===== src/rtl/wam_pkg.sv =====
// Shared definitions for the whack-a-mole round logic: FSM states,
// one-hot mode codes, LFSR tap mask and the default mole count.
package wam_pkg;

  localparam int unsigned NUM_MOLES = 9;

  // Fibonacci taps 8,6,5,4 -> register bits 7,5,4,3
  localparam logic [7:0] LFSR_TAPS = 8'hB8;

  // Any mode code other than these plays as normal
  localparam logic [3:0] MODE_TIMED = 4'b0010;
  localparam logic [3:0] MODE_DEATH = 4'b0100;

  typedef enum logic [1:0] {
    IDLE,
    GAP,
    ON,
    DONE
  } state_t;

  function automatic logic [7:0] lfsr_next(input logic [7:0] v);
    return {v[6:0], ^(v & LFSR_TAPS)};
  endfunction

endpackage


===== src/rtl/mole_lfsr.sv =====
// Seeded 8-bit LFSR that picks the next lit mole. next_mole is the index
// that becomes current when step is asserted (derived from the stepped value).
module mole_lfsr #(
  parameter int unsigned NUM_MOLES = wam_pkg::NUM_MOLES
) (
  input  logic       clk,
  input  logic       reset,
  input  logic       load,
  input  logic       step,
  input  logic [7:0] seed,
  output logic [3:0] next_mole
);
  import wam_pkg::*;

  logic [7:0] lfsr;
  logic [7:0] lfsr_nxt;

  assign lfsr_nxt  = lfsr_next(lfsr);
  assign next_mole = lfsr_nxt[3:0] % 4'(NUM_MOLES);

  // Seed load takes priority over stepping; an all-zero seed would lock up
  always_ff @(posedge clk or negedge reset) begin
    if (!reset) begin
      lfsr <= 8'h01;
    end else if (load) begin
      lfsr <= (seed == '0) ? 8'h01 : seed;
    end else if (step) begin
      lfsr <= lfsr_nxt;
    end
  end

endmodule


===== src/rtl/mole_sequencer.sv =====
// Whack-a-mole round sequencer: gap/on-window timing, mole selection,
// hit scoring and game-over for normal, timed and deathmatch modes.
// Optional feature macro: DEATHMATCH_EN (deathmatch ends on first miss).
module mole_sequencer #(
  parameter int unsigned NUM_MOLES   = wam_pkg::NUM_MOLES,
  parameter int unsigned CNT_W       = 28,
  parameter logic [31:0] GAME_CYCLES = 32'd2999999999
) (
  input  logic                 clk,
  input  logic                 reset,
  input  logic                 load_seed,
  input  logic [7:0]           seed,
  input  logic                 start,
  input  logic [3:0]           mode,
  input  logic [CNT_W-1:0]     time_on,
  input  logic [CNT_W-1:0]     time_between,
  input  logic [5:0]           max_hits,
  input  logic                 hit_valid,
  input  logic [3:0]           hit_idx,
  output logic [NUM_MOLES-1:0] lights,
  output logic [5:0]           points,
  output logic [5:0]           flicks,
  output logic                 busy,
  output logic                 game_over
);
  import wam_pkg::*;

  state_t               state, state_n;
  logic                 start_q;
  logic [3:0]           mode_q, mode_n;
  logic [5:0]           max_q, max_n;
  logic [CNT_W-1:0]     phase, phase_n;
  logic [31:0]          tmr, tmr_n;
  logic [5:0]           points_n, flicks_n;
  logic [NUM_MOLES-1:0] lights_n;
  logic [3:0]           mole, mole_n;
  logic [3:0]           next_mole;
  logic                 load, step;
  logic                 start_rise, timed, death, hit, tmr_end;

  assign start_rise = start && !start_q;
  assign timed      = (mode_q == MODE_TIMED);
  assign hit        = hit_valid && (hit_idx == mole);
  assign tmr_end    = timed && (tmr == '0);
  assign busy       = (state == GAP) || (state == ON);
  assign game_over  = (state == DONE);

`ifdef DEATHMATCH_EN
  assign death = (mode_q == MODE_DEATH);
`else
  assign death = 1'b0;
`endif

  mole_lfsr #(
    .NUM_MOLES(NUM_MOLES)
  ) u_lfsr (
    .clk      (clk),
    .reset    (reset),
    .load     (load),
    .step     (step),
    .seed     (seed),
    .next_mole(next_mole)
  );

  // State, counters and score registers
  always_ff @(posedge clk or negedge reset) begin
    if (!reset) begin
      state   <= IDLE;
      start_q <= 1'b0;
      mode_q  <= '0;
      max_q   <= '0;
      phase   <= '0;
      tmr     <= '0;
      points  <= '0;
      flicks  <= '0;
      lights  <= '0;
      mole    <= '0;
    end else begin
      state   <= state_n;
      start_q <= start;
      mode_q  <= mode_n;
      max_q   <= max_n;
      phase   <= phase_n;
      tmr     <= tmr_n;
      points  <= points_n;
      flicks  <= flicks_n;
      lights  <= lights_n;
      mole    <= mole_n;
    end
  end

  // Next-state, phase timing, scoring and end-of-game decisions
  always_comb begin
    state_n  = state;
    mode_n   = mode_q;
    max_n    = max_q;
    phase_n  = phase;
    tmr_n    = tmr;
    points_n = points;
    flicks_n = flicks;
    lights_n = lights;
    mole_n   = mole;
    step     = 1'b0;
    load     = load_seed && (state == IDLE);
    unique case (state)
      IDLE, DONE: begin
        if (start_rise) begin
          load     = 1'b1;
          mode_n   = mode;
          max_n    = max_hits;
          points_n = '0;
          flicks_n = '0;
          phase_n  = time_between;
          tmr_n    = GAME_CYCLES;
          // The zero-flick check uses the live inputs: latched copies land this edge
          state_n  = (mode != MODE_TIMED && max_hits == '0) ? DONE : GAP;
        end
      end
      GAP: begin
        if (timed && tmr != '0) tmr_n = tmr - 1'b1;
        if (tmr_end) begin
          state_n = DONE;
        end else if (phase == '0) begin
          step     = 1'b1;
          mole_n   = next_mole;
          lights_n = NUM_MOLES'(1) << next_mole;
          flicks_n = flicks + 1'b1;
          phase_n  = time_on;
          state_n  = ON;
        end else begin
          phase_n = phase - 1'b1;
        end
      end
      ON: begin
        if (timed && tmr != '0) tmr_n = tmr - 1'b1;
        if (hit && points != '1) points_n = points + 1'b1;
        if (hit || phase == '0 || tmr_end) begin
          lights_n = '0;
          phase_n  = time_between;
          if (tmr_end)                       state_n = DONE;
          else if (!timed && flicks == max_q) state_n = DONE;
          else if (death && !hit)             state_n = DONE;
          else                                state_n = GAP;
        end else begin
          phase_n = phase - 1'b1;
        end
      end
      default: state_n = IDLE;
    endcase
  end

endmodule


===== config.mk =====
export PLATFORM = sky130hd
export DESIGN_NAME = mole_sequencer
export DESIGN_NICKNAME = d
export VERILOG_FILES = /design/src/rtl/wam_pkg.sv /design/src/rtl/mole_lfsr.sv /design/src/rtl/mole_sequencer.sv
export SDC_FILE = /design/constraint.sdc
export NUM_CORES = 1
export LEC_CHECK = 0
export ABC_AREA = 1
export ABC_CLOCK_PERIOD_IN_PS = 2060
export BUFFER_PORTS_ARGS = -buffer_cell sky130_fd_sc_hd__buf_2
export CORE_MARGIN = 1
export CORE_UTILIZATION = 30
export CTS_CLUSTER_DIAMETER = 100
export DETAILED_ROUTE_END_ITERATION = 7
export PLACE_DENSITY = 0.57
export SYNTH_ARGS = -nofsm -noshare
export SYNTH_HDL_FRONTEND = slang
export SYNTH_SLANG_ARGS = --single-unit

===== constraint.sdc =====
create_clock -name clk -period 2.06 [get_ports clk]
set_input_delay 0.309 -clock clk [delete_from_list [all_inputs] [get_ports clk]]
set_output_delay 0.309 -clock clk [all_outputs]
set_load 0.05 [all_outputs]

Word level (Yosys, flattened, before mapping)
Index checks and enable logic that the tools add are counted.
{"block": "totals", "word_cells": 101, "output_inout_bits": 23, "regBits": 106}
{"block": "classes", "bitwise": 1, "add_sub_neg": 4, "n_eq_ne": 15, "div_mod_pow": 1, "n_reduce_logical": 34, "muxes": 34, "shift": 1}
{"operator": "$mux W28", "count": 4}
{"operator": "$pmux W28 S3", "count": 1}
{"operator": "$mux W32", "count": 2}
{"operator": "$pmux W32 S2", "count": 1}
{"operator": "$logic_not A32 Y1", "count": 1}
{"operator": "$reduce_bool A32 Y1", "count": 1}
{"operator": "$sub A32 B1 Y32 const B", "count": 1}
{"operator": "$logic_not A28 Y1", "count": 1}
{"operator": "$sub A28 B1 Y28 const B", "count": 1}
{"operator": "$mux W9", "count": 3}
{"operator": "$mux W6", "count": 4}
{"operator": "$mux W8", "count": 3}
{"operator": "$pmux W6 S2", "count": 2}
{"operator": "$pmux W9 S2", "count": 1}
{"operator": "$mux W2", "count": 7}
{"operator": "$add A6 B1 Y6 const B", "count": 2}
{"operator": "$reduce_and A3 Y1", "count": 3}
{"operator": "$shl A1 B4 Y9 const A", "count": 1}
{"operator": "$logic_and A1 B1 Y1", "count": 8}
{"operator": "$logic_not A8 Y1", "count": 1}
{"operator": "$ne A2 B1 Y1 const B", "count": 4}
{"operator": "$reduce_and A4 Y1", "count": 2}
{"operator": "$reduce_bool A2 Y1", "count": 4}
{"operator": "$reduce_xor A8 Y1", "count": 1}
{"operator": "other kinds (19)", "count": 31}

Logic depth before layout (Yosys ltp)
Gate-level depths: netlist of run 1.
{"block": "depth", "depth_word": 7, "mapped_depth": 15, "ltp_nobuf": 14}

Modules after synthesis
Synthesis of run 1 repeated with hierarchy kept, for this count alone.
{"block": "unflattened", "cells_unflattened": 1172, "hier_area_um2": 7516.0}
{"mod": "mole_sequencer", "cells_each": 1095, "area_per_inst_um2": 6980.4, "n_inst": 1, "seq_area_each_um2": 2452.4}
{"mod": "mole_lfsr", "cells_each": 77, "area_per_inst_um2": 535.5, "n_inst": 1, "seq_area_each_um2": 201.4}

Least setup slack after synthesis of run 1
No wires, ideal clock.
{"block": "synth_path", "path_type": "register to register", "startpoint": "register u_lfsr.lfsr[5]", "endpoint": "register lights[8]", "path_slack_ns": -0.118, "arrival_ns": 2.112, "t_required_ns": 1.994, "path_stages_with_launch": 15, "period_less_slack_ns": 2.178, "path_cell_list": "dfrtp_1 -> xnor2_1 -> xor2_1 -> ha_1 -> nand2_1 -> or2_2 -> nand2_1 -> nand2_1 -> o21ai_0 -> inv_1 -> nor2_1 -> nand2_1 -> nor2_1 -> nand3_1 -> nand2_1"}
{"block": "synth_via", "elab_chain_cells": 6}
{"element": "start: declaration", "line_no": "mole_lfsr.sv:15", "rtl": "logic [7:0] lfsr;"}
{"element": "start signal: assignment", "line_no": "mole_lfsr.sv:26", "rtl": "lfsr <= (seed == '0) ? 8'h01 : seed;"}
{"element": "start signal: assignment", "line_no": "mole_lfsr.sv:28", "rtl": "lfsr <= lfsr_nxt;"}
{"element": "$reduce_xor A8 Y1", "line_no": "wam_pkg.sv:22", "rtl": "return {v[6:0], ^(v & LFSR_TAPS)};"}
{"element": "$mod A4 B4 Y4", "line_no": "mole_lfsr.sv:19", "rtl": "assign next_mole = lfsr_nxt[3:0] % 4'(NUM_MOLES);"}
{"element": "$shl A1 B4 Y9", "line_no": "mole_sequencer.sv:126", "rtl": "lights_n = NUM_MOLES'(1) << next_mole;"}
{"element": "$mux W9", "line_no": "mole_sequencer.sv:123", "rtl": "end else if (phase == '0) begin"}
{"element": "$mux W9", "line_no": "mole_sequencer.sv:121", "rtl": "if (tmr_end) begin"}
{"element": "$pmux W9 S2", "line_no": "mole_sequencer.sv:105", "rtl": "unique case (state)"}
{"element": "end signal: assignment", "line_no": "mole_sequencer.sv:87", "rtl": "lights <= lights_n;"}
{"element": "end: declaration", "line_no": "mole_sequencer.sv:20", "rtl": "output logic [NUM_MOLES-1:0] lights,"}
Every way passes these cells. The select of a mux whose other input is x is not followed.
A chain may end at the register's enable or synchronous reset.

Worst setup path in the final report of run 1
{"block": "layout_path", "startpoint": "register u_lfsr.lfsr[7]", "endpoint": "register lights[0]"}
The elaborated chain is that of the path after synthesis.

==> results of run 1 <==
-- sequential cells by signal, indices dropped and copies added (netlist names) --
signal	cells
flicks	6
lights	9
max_q	6
mode_q	4
mole	4
phase	28
points	6
start_q	1
state	2
tmr	32
u_lfsr.lfsr	8
-- layer usage --
metal / share of wire / global-route usage / vias up / wire, um
met5: 0 / 0 / - / 0
met4: 0.013 / 0.0403 / 0 / 302
met3: 0.046 / 0.0290 / 21 / 1090
met2: 0.47 / 0.315 / 218 / 11300
met1: 0.47 / 0.253 / 3700 / 11200
li1: - / - / 4041 / -
-- power groups by stage --
| stage | registers (uW) | logic, uW | clock network, uW |
|---|---|---|---|
| floorplan | 3820 | 5190 | 0 |
| global placement | 3540 | 8270 | 0 |
| detailed placement | 3540 | 8360 | 0 |
| CTS | 3520 | 8850 | 2020 |
| global route | 3690 | 11200 | 2120 |
| finish | 3590 | 10100 | 1970 |
-- cell families (layout without fill, tap and decap cells) --
family	Yosys count	count (layout)	share of synthesized area
XOR/XNOR	46	46	0.0530
flip-flops	106	106	0.349
AND/OR/NAND/NOR	691	691	0.395
AO/OA/AOI/OAI	140	140	0.102
adder cells (fa/ha/maj)	12	12	0.0198
buffers and inverters	149	345	0.0813
-- cell usage in the layout (no fill, tap or decap), types with 3 or more instances in the layout --
| cell | Yosys | layout |
|---|---|---|
| buf_4 | 1 | 90 |
| nand3_1 | 95 | 90 |
| nand3b_1 | 5 | 5 |
| ha_1 | 12 | 6 |
| nor4_1 | 3 | 3 |
| nand2_2 | 10 | 23 |
| nand2_4 | 2 | 7 |
| o21ai_2 | 0 | 3 |
| o31ai_1 | 13 | 13 |
| ha_2 | 0 | 5 |
| nor2_1 | 158 | 136 |
| xor2_1 | 40 | 39 |
| clkbuf_16 | 0 | 9 |
| xnor2_1 | 6 | 5 |
| nand3_2 | 1 | 6 |
| inv_1 | 111 | 103 |
| buf_2 | 14 | 104 |
| buf_12 | 0 | 7 |
| a21oi_1 | 38 | 38 |
| nor3_1 | 11 | 10 |
| inv_2 | 5 | 9 |
| nand2_1 | 358 | 338 |
| dfrtp_1 | 105 | 100 |
| nor2_2 | 10 | 22 |
| nand4_1 | 20 | 20 |
| buf_6 | 2 | 9 |
| o211ai_1 | 6 | 6 |
| nor2_4 | 8 | 18 |
| o22ai_1 | 4 | 4 |
| dfrtp_2 | 0 | 5 |
| o21ai_1 | 6 | 9 |
| o21ai_0 | 68 | 60 |
-- critical path, stage by stage (launching register included) --
cell and delay [ns]:
dfrtp_1 0.41, xor2_2 0.21, xor2_1 0.23, ha_2 0.24, nand2_2 0.07, or2_4 0.25, nand2_4 0.08, nand2_2 0.06
o21ai_4 0.07, inv_2 0.08, nor2_4 0.11, nand2_1 0.07, nor2_1 0.09, nand2_1 0.08, nand2_1 0.06
-- path summary, 6_finish.rpt --
kind / end / slack (ns) / cells past startpoint
min in group asynchronous: max_q[0] / 0.43 / 2
worst max-delay path: lights[0] / -0.1 / 14
worst min register to register: lights[2] / 0.48 / 2
worst min-delay path: start_q / 0.07 / 1
max in group asynchronous: phase[8] / 1.02 / 3
worst max register to register: lights[0] / -0.1 / 14
-- through the flow --
step	cell area (um^2)	std cells
global route	9950	1664
CTS	9530	1646
finish	9950	1664
global placement	9090	1624
detailed placement	9090	1624
floorplan	7620	1144
-- what timing repair did --
action,4_1_cts,5_1_grt
pin swaps,9,26
hold buffers,1,0
endpoints found under the setup margin,15,85
endpoints found under the hold margin,28,0
buffers inserted,5,18
gates resized for setup,24,92
-- final cells by class --
class	instances	area [um^2]	share of cell area
clock buffer	10	229	0.0230
inverter	117	455	0.0458
tap	324	405	0.0407
clock inverter	6	97.6	0.00981
timing repair buffer	212	1460	0.147
sequential	106	2660	0.267
multi-input combinational	889	4640	0.466
==> metrics.cfg, run 1 <==
[sta]
post-route-period-util = 1.05
finalHoldViolCount = 0
finalSetupViolations = 10
tightestPinTransition_ns = 0.478
relSlewSlack = 0.681
fmax_ghz = 0.463
drv_slew = 0
fin_skew_ns = 0.0213
min_period_ns = 2.16
tns_ns = -0.648
hold_ws_ns = 0.0679
setup_ws_ns = -0.0986
grt_setup_unrepaired = true

[hold_path]
min_from = start
hold_path_class = input pin to flop

[synth]
syn_area_um2 = 7600
synth_warnings = 0
synthTopCellsByArea = dfrtp_1 35%, nand2_1 18%, nor2_1 7.8%
netlist_instances = 1144
synth_commonest_cells = 358 x nand2_1, 158 x nor2_1, 111 x inv_1
synth_area_leader_cell = dfrtp_1
synth.top_cell.area_share = 0.346
synth_edf_count = 0
synth_cell_type_count = 44
avgSynthCellArea_um2 = 6.64
ys_ff_latch = 106
post-synth-top-count-cell = nand2_1
synth-seq-area-share = 0.349
syn-num-nets = 1239
synth_ff_type = dfrtp_1
synth_async_sr_flop_share = 1.00

[power]
switching_power_uw = 7680
p_comb_frac = 0.645
clockPowerShare = 0.126
peakVddDrop_uv = 932
swShare = 0.490
total_power_uw = 15700
leakage_uw = 0.00481
power_density_nw_per_um2 = 1570
p_seq_frac = 0.229
p_int_uw = 7990

[drt]
postRouteAntennaNets = 0
wire_per_inst_um = 14.4
drt_iter0_markers = 621
first_pass_iters = 5
viasPerCell = 4.80
vias = 7980
drt_wl_total_um = 24000
drc_errors = 0

[floorplanning]
ios = 106
core_area_um2 = 24600
dieArea_um2 = 26000
die_w_um = 161
row_count = 57
dieHeight_um = 161
start_util = 0.309

[layout]
syn2layout_area_growth_pct = 31.0
utilization = 0.404
diodes = 0
fill_cells = 2572
nets = 1430
drive_gt1_frac = 0.257

[critical_path]
endpoint_kind = flop
crit_required_ns = 2.36
worstPathArrival_ns = 2.46
crit_path_start_kind = flop
cp_max_fo = 3
startpoint = u_lfsr.lfsr[7]
crit_type = flop to flop
timing.rr.start = u_lfsr.lfsr[7]

[outcome]
violations = setup timing
outcome = finished, violations left

[cts]
cts_buffers = 9
cts_buffer_depth = 2
clock_latency_ns = 0.37
cts_tree = yes
cts.sinks = 106
clk_pin_slew_ns = 0.08
htree_levels = 3
cts_root_buf = clkbuf_16

[grt]
grt_pass1_vias = 7565
antenna_found_initial = 0
grt_pass1_wl_um = 38800
grtUsageTotal = 0.188
grt_max_degree = 39
gr-total-overflow = 0

[place]
place.gp.congestion = 0.898
portBuffers = 105
place_ws_ns = -0.120
dp_hpwl_um = 18200

[flow_run]
max_cap_violations = 0

(Power assumes the default switching activity.)
==> run 2, diff against run 1 <==
--- a/config.mk
+++ b/config.mk
@@ -7,12 +7,12 @@
 export LEC_CHECK = 0
 export ABC_AREA = 1
 export ABC_CLOCK_PERIOD_IN_PS = 2060
-export BUFFER_PORTS_ARGS = -buffer_cell sky130_fd_sc_hd__buf_2
 export CORE_MARGIN = 1
 export CORE_UTILIZATION = 30
 export CTS_CLUSTER_DIAMETER = 100
 export DETAILED_ROUTE_END_ITERATION = 7
-export PLACE_DENSITY = 0.57
+export DONT_BUFFER_PORTS = 1
+export PLACE_DENSITY = 0.53
 export SYNTH_ARGS = -nofsm -noshare
 export SYNTH_HDL_FRONTEND = slang
 export SYNTH_SLANG_ARGS = --single-unit
==> run 2 against run 1 <==
Power down 3.6%. Via count down 4.1%. First-iteration DRC count down 20%. Sequential share of layout area up 1.1 points. Non-clock buffer count down 85. The flow finishes with violations (hold timing, setup timing). Combinational power down 6%. Clock power about the same. Sequential power up 3%. Design area down 4.1%. Wire length down 0.69%. Largest power group unchanged. Count of clock-buffer cells in the layout up 1.
==> metrics.cfg, run 2 (same netlist as run 1, synthesis figures left out) <==
[critical_path]
r2r-end = lights[8]
r2r_cells = 14  ; unchanged
worstPathArrival_ns = 2.38  ; -0.08 ns
endpoint_kind = flop
critPathTopFamily = simple AND/OR/NAND/NOR gates
crit_path_start_kind = flop
cp_slowest_cell = dfrtp_1
cp_num_buf_inv = 2  ; +1
timing.rr.start = u_lfsr.lfsr[3]
r2r_setup_slack_ns = -0.01  ; +0.09 ns
crit_required_ns = 2.36  ; about the same
cp_cell_sequence = xor2_2 > buf_4 > xnor2_2 > ha_1 > or2_4 > nand2_4 > inv_2 > nand2_2 > nand2_2 > nor2_2 > nand2_1 > nor2_1 > nand3_1 > nand2_1
max_stage_delay_ns = 0.41  ; about the same
crit_type = flop to flop
cp_max_fo = 5  ; +2

[layout]
layout_commonest_cell = nand2_1
final_cell_mix = 346 x nand2_1, 132 x nor2_1, 113 x buf_4
fill_cells = 2583  ; +0.43%
drive_gt1_frac = 0.204  ; -0.0536
regMostFlops = tmr
largest_register_ffs = 32  ; unchanged
multi_input_area_um2 = 4660  ; +0.30%
syn2layout_area_growth_pct = 25.6
utilization = 0.388  ; -0.0166
final_cells = 1581  ; -5.0%
nets = 1346  ; -5.9%
reg_top3 = tmr x32, phase x28, lights x9
seq_area_um2 = 2660  ; about the same

[outcome]
outcome = finished, violations left
violations = hold timing, setup timing

[cts]
cts_root_buf = clkbuf_16
cts_tree = yes
hold_buffers = 1  ; unchanged
clock_latency_ns = 0.38  ; about the same
clk_pin_slew_ns = 0.08  ; about the same
htree_levels = 3  ; unchanged
cts_buffer_depth = 2  ; unchanged
cts.sinks = 106  ; unchanged
cts_buffers = 9  ; unchanged

[power]
peakVddDrop_uv = 710  ; -24%
total_power_uw = 15100  ; -3.6%
leakage_uw = 0.00446  ; -7.3%
power_density_nw_per_um2 = 1580  ; +0.58%

[sta]
post-route-period-util = 1.01  ; -0.0423
finalSetupViolations = 1  ; -9
fmax_ghz = 0.483  ; +4.2%
finalHoldViolCount = 106  ; +106
fin_skew_ns = 0.0218  ; +0.000459 ns
hold_ws_ns = -0.362  ; -0.429 ns
setup_ws_ns = -0.0116  ; +0.0870 ns
relSlewSlack = 0.600  ; -0.0813
grt_setup_unrepaired = true
drv_slew = 0  ; unchanged
min_period_ns = 2.07  ; -0.0870 ns
tightestPinTransition_ns = 0.602  ; +0.123 ns

[drt]
drc_errors = 0  ; unchanged
drt_iter0_markers = 499  ; -20%
postRouteAntennaNets = 0  ; unchanged
wire_per_inst_um = 15.0  ; +4.5%
drt_wl_total_um = 23800  ; -0.69%
vias = 7655  ; -4.1%
viasPerCell = 4.84  ; +0.96%
first_pass_iters = 5  ; unchanged

[hold_path]
hold_path_class = input pin to async pin

[place]
place.gp.congestion = 0.899  ; +0.11%
place_inst = 1545  ; -4.9%
portBuffers = 0  ; -100%
place_ws_ns = -0.140  ; -0.0200 ns
dp_hpwl_um = 18200  ; +0.12%

[floorplanning]
row_count = 57  ; unchanged
core_area_um2 = 24600  ; unchanged
die_w_um = 161  ; unchanged
start_util = 0.309  ; unchanged
ios = 106  ; unchanged
dieHeight_um = 161  ; unchanged
dieArea_um2 = 26000  ; unchanged

[grt]
grt_pass1_vias = 7313  ; -3.3%
antenna_found_initial = 1  ; +1
grtUsageTotal = 0.187  ; -0.000525
gr-total-overflow = 0  ; unchanged
grt_pass1_wl_um = 38400  ; -0.98%
grt_max_degree = 107  ; +170%

[flow_run]
max_cap_violations = 0  ; unchanged

run 2: cell count changes in the layout (fill, tap and decap cells not counted), moves of 3 or more:
cell,change
nand2_2,-4
xor2_1,-4
o21ai_1,+4
xor2_2,+4
nor2_2,+4
buf_6,-3
nor2_1,-4
ha_2,-3
buf_2,-103
nand2_1,+8
buf_4,+23
run 2: how the worst max path moves through the flow:
stage	slack, ns	startpoint	depth (start not counted)	end
after floorplan	0.005	u_lfsr.lfsr[4]	14	lights[8]
after global placement	-0.07	u_lfsr.lfsr[4]	14	lights[8]
after detailed placement	-0.14	u_lfsr.lfsr[7]	14	lights[8]
after CTS	-0.03	u_lfsr.lfsr[3]	14	lights[8]
after global routing	-0.16	u_lfsr.lfsr[5]	14	lights[8]
final	-0.01	u_lfsr.lfsr[3]	14	lights[8]
run 2: report_power, final:
| part | leakage (uW) | internal (uW) | switching, uW |
|---|---|---|---|
| Combinational | 0.00300 | 3810 | 5640 |
| Sequential | 0.00130 | 2870 | 815 |
| Clock | 0.000152 | 1080 | 893 |
| Total | 0.00446 | 7760 | 7350 |
run 2: layout make-up:
cell class                 instances  share of cell area
antenna                            1            0.000262
multi-input combinational        890               0.488
sequential                       106               0.278
clock buffer                      11              0.0244
timing repair buffer             127               0.110
inverter                         117              0.0472
tap                              324              0.0425
clock inverter                     5             0.00918
run 2: what timing repair did:
action	CTS	global route
endpoints found under the setup margin	16	84
gates resized for setup	12	91
buffers inserted	1	15
cloned	0	2
hold endpoints to repair	107	106
pin swaps	6	26
run 2: stage by stage:
| stage | setup TNS, ns | cell area [um^2] |
|---|---|---|
| floorplan | 0 | 7620 |
| global placement | -0.281 | 8740 |
| detailed placement | -0.617 | 8740 |
| CTS | -0.0371 | 9120 |
| global route | -1.26 | 9540 |
| finish | -0.0116 | 9540 |
run 2: routing by layer:
layer / track usage / vias to the layer above / wire length (um)
met5: 0 / - / 0
met4: 0.0583 / 0 / 432
met3: 0.0383 / 30 / 1280
met2: 0.313 / 181 / 11400
met1: 0.241 / 3570 / 10700
li1: - / 3874 / -
==> run 3, diff against run 2 <==
--- a/config.mk
+++ b/config.mk
@@ -13,6 +13,7 @@
 export DETAILED_ROUTE_END_ITERATION = 7
 export DONT_BUFFER_PORTS = 1
 export PLACE_DENSITY = 0.53
+export SKIP_CTS_REPAIR_TIMING = 1
 export SYNTH_ARGS = -nofsm -noshare
 export SYNTH_HDL_FRONTEND = slang
 export SYNTH_SLANG_ARGS = --single-unit
==> run 3 against run 2 <==
Design area up 0.50%. Global-route usage decreased by 0.061 points. Setup slack worse by 0.033 ns. Power rose by 0.56%. Hold slack hardly changed. Count of clock-buffer cells in the layout unchanged. The flow still finishes with violations (hold timing, setup timing). Largest power group unchanged. Critical path type unchanged. Wire length fell by 0.18%. Sequential cell count stayed put. Via count down 0.40%. Critical path depth did not move.
==> metrics.cfg, run 3 (same netlist as run 1, synthesis figures left out) <==
[outcome]
outcome = finished, violations left
violations = hold timing, setup timing

[layout]
syn2layout_area_growth_pct = 26.2
largest_register_ffs = 32  ; unchanged
drive_gt1_frac = 0.216  ; +0.0118
nets = 1347  ; +0.074%
layout_commonest_cell = nand2_1
regMostFlops = tmr
final_cell_mix = 340 x nand2_1, 127 x nor2_1, 116 x buf_4
reg_top3 = tmr x32, phase x28, lights x9
final_cell_area_um2 = 9590  ; +0.50%

[drt]
viasPerCell = 4.82  ; -0.47%
drt_wl_total_um = 23700  ; -0.18%
postRouteAntennaNets = 0  ; unchanged
wire_per_inst_um = 15.0  ; -0.25%
drc_errors = 0  ; unchanged
first_pass_iters = 6  ; +1
drt_iter0_markers = 476  ; -4.6%
vias = 7624  ; -0.40%

[sta]
relSlewSlack = 0.600  ; +0.000713
hold_ws_ns = -0.362  ; -0.000330 ns
drv_slew = 0  ; unchanged
tightestPinTransition_ns = 0.601  ; -0.00107 ns
post-route-period-util = 1.02  ; +0.0159
fmax_ghz = 0.475  ; -1.6%
tns_ns = -0.0482  ; -0.0366 ns
setup_ws_ns = -0.0444  ; -0.0329 ns
finalSetupViolations = 2  ; +1
finalHoldViolCount = 106  ; unchanged
min_period_ns = 2.10  ; +0.0329 ns
grt_setup_unrepaired = true
fin_skew_ns = 0.0208  ; -0.000962 ns

[floorplanning]
row_count = 57  ; unchanged
ios = 106  ; unchanged
dieArea_um2 = 26000  ; unchanged
dieHeight_um = 161  ; unchanged
die_w_um = 161  ; unchanged
start_util = 0.309  ; unchanged
core_area_um2 = 24600  ; unchanged

[cts]
cts_root_buf = clkbuf_16
htree_levels = 3  ; unchanged
cts.sinks = 106  ; unchanged
clock_latency_ns = 0.38  ; about the same
cts_buffers = 9  ; unchanged
cts_tree = yes
clk_pin_slew_ns = 0.08  ; about the same
cts_buffer_depth = 2  ; unchanged

[power]
power_density_nw_per_um2 = 1580  ; about the same
peakVddDrop_uv = 788  ; +11%
leakage_uw = 0.00445  ; -0.28%

[critical_path]
crit_path_start_kind = flop
crit_type = flop to flop
cp_slowest_cell = dfrtp_1
worst_path_most_repeated_cell = nand2_2
r2r_cells = 14  ; unchanged
cp_cell_sequence = xor2_2 > xor2_1 > ha_2 > nand2_2 > or2_4 > nand2_4 > nand2_2 > o21ai_2 > inv_2 > nor2_4 > nand2_2 > nor2_1 > nand3_1 > nand2_1
crit_required_ns = 2.36  ; about the same
endpoint_kind = flop
max_stage_delay_ns = 0.41  ; about the same
worstPathArrival_ns = 2.41  ; +0.03 ns
cp_max_fo = 5  ; unchanged

[grt]
grt_pass1_vias = 7298  ; -0.21%
grt_max_degree = 107  ; unchanged
grtUsageTotal = 0.186  ; -0.000608
gr-total-overflow = 0  ; unchanged
antenna_found_initial = 1  ; unchanged
grt_pass1_wl_um = 38300  ; -0.31%

[place]
place.gp.congestion = 0.899  ; unchanged
portBuffers = 0  ; unchanged
dpl-instance-area_um2 = 8740  ; unchanged
dp_hpwl_um = 18200  ; unchanged

[flow_run]
max_cap_violations = 0  ; unchanged

[hold_path]
hold_path_class = input pin to async pin

## run 3: final timing paths
kind | startpoint | end | slack (ns)
setup / recovery | u_lfsr.lfsr[3] | lights[8] | -0.04
hold reg to reg | u_lfsr.lfsr[6] | u_lfsr.lfsr[6] | 0.49
max in group asynchronous | reset | u_lfsr.lfsr[0] | 2.14
setup reg to reg | u_lfsr.lfsr[3] | lights[8] | -0.04
hold / removal | reset | max_q[2] | -0.36
min in group clk | max_hits[4] | max_q[4] | 0.07
## run 3: per-stage QoR
step           power, uW  hold slack, ns  instances  worst slack [ns]  utilization
2_1_floorplan       9000          0.0134       1144           0.00463            -
3_3_place_gp       12000          0.0193       1545           -0.0667        0.355
3_5_place_dp       12000          0.0191       1545            -0.140        0.355
4_1_cts            14000          -0.390       1561            -0.167        0.368
5_1_grt            16500          -0.381       1581            -0.204        0.390
6_report           15200          -0.362       1582           -0.0444        0.390
## run 3: layer usage
metal | part of all wire | GRT usage | vias to the layer above | routed length (um)
met5 | 0 | 0 | - | 0
met4 | 0.021 | 0.0605 | 0 | 502
met3 | 0.051 | 0.0375 | 34 | 1200
met2 | 0.48 | 0.311 | 169 | 11300
met1 | 0.45 | 0.240 | 3548 | 10700
li1 | - | - | 3873 | -
## run 3: final cells by class
type	instances	area (um^2)
clock inverters	5	87.6
multi-input cells	889	4690
fillers	2592	15000
clock buffers	11	233
diodes	1	2.50
flip-flops and latches	106	2660
repair buffers	129	1060
well taps	324	405
inverters	117	448
## run 3: critical path: cells and delay by family, from the launching register on
family	cells	cell delay, ns
AO/OA/AOI/OAI	1	0.07
XOR/XNOR	2	0.43
adder cells (fa/ha/maj)	1	0.22
buffers and inverters	1	0.08
flip-flops	1	0.41
AND/OR/NAND/NOR	9	0.84
## run 3: power breakdown
| part | internal, uW | switching [uW] |
|---|---|---|
| sequential | 2870 | 803 |
| combinational | 3830 | 5720 |
| clock | 1080 | 893 |
| total | 7790 | 7410 |
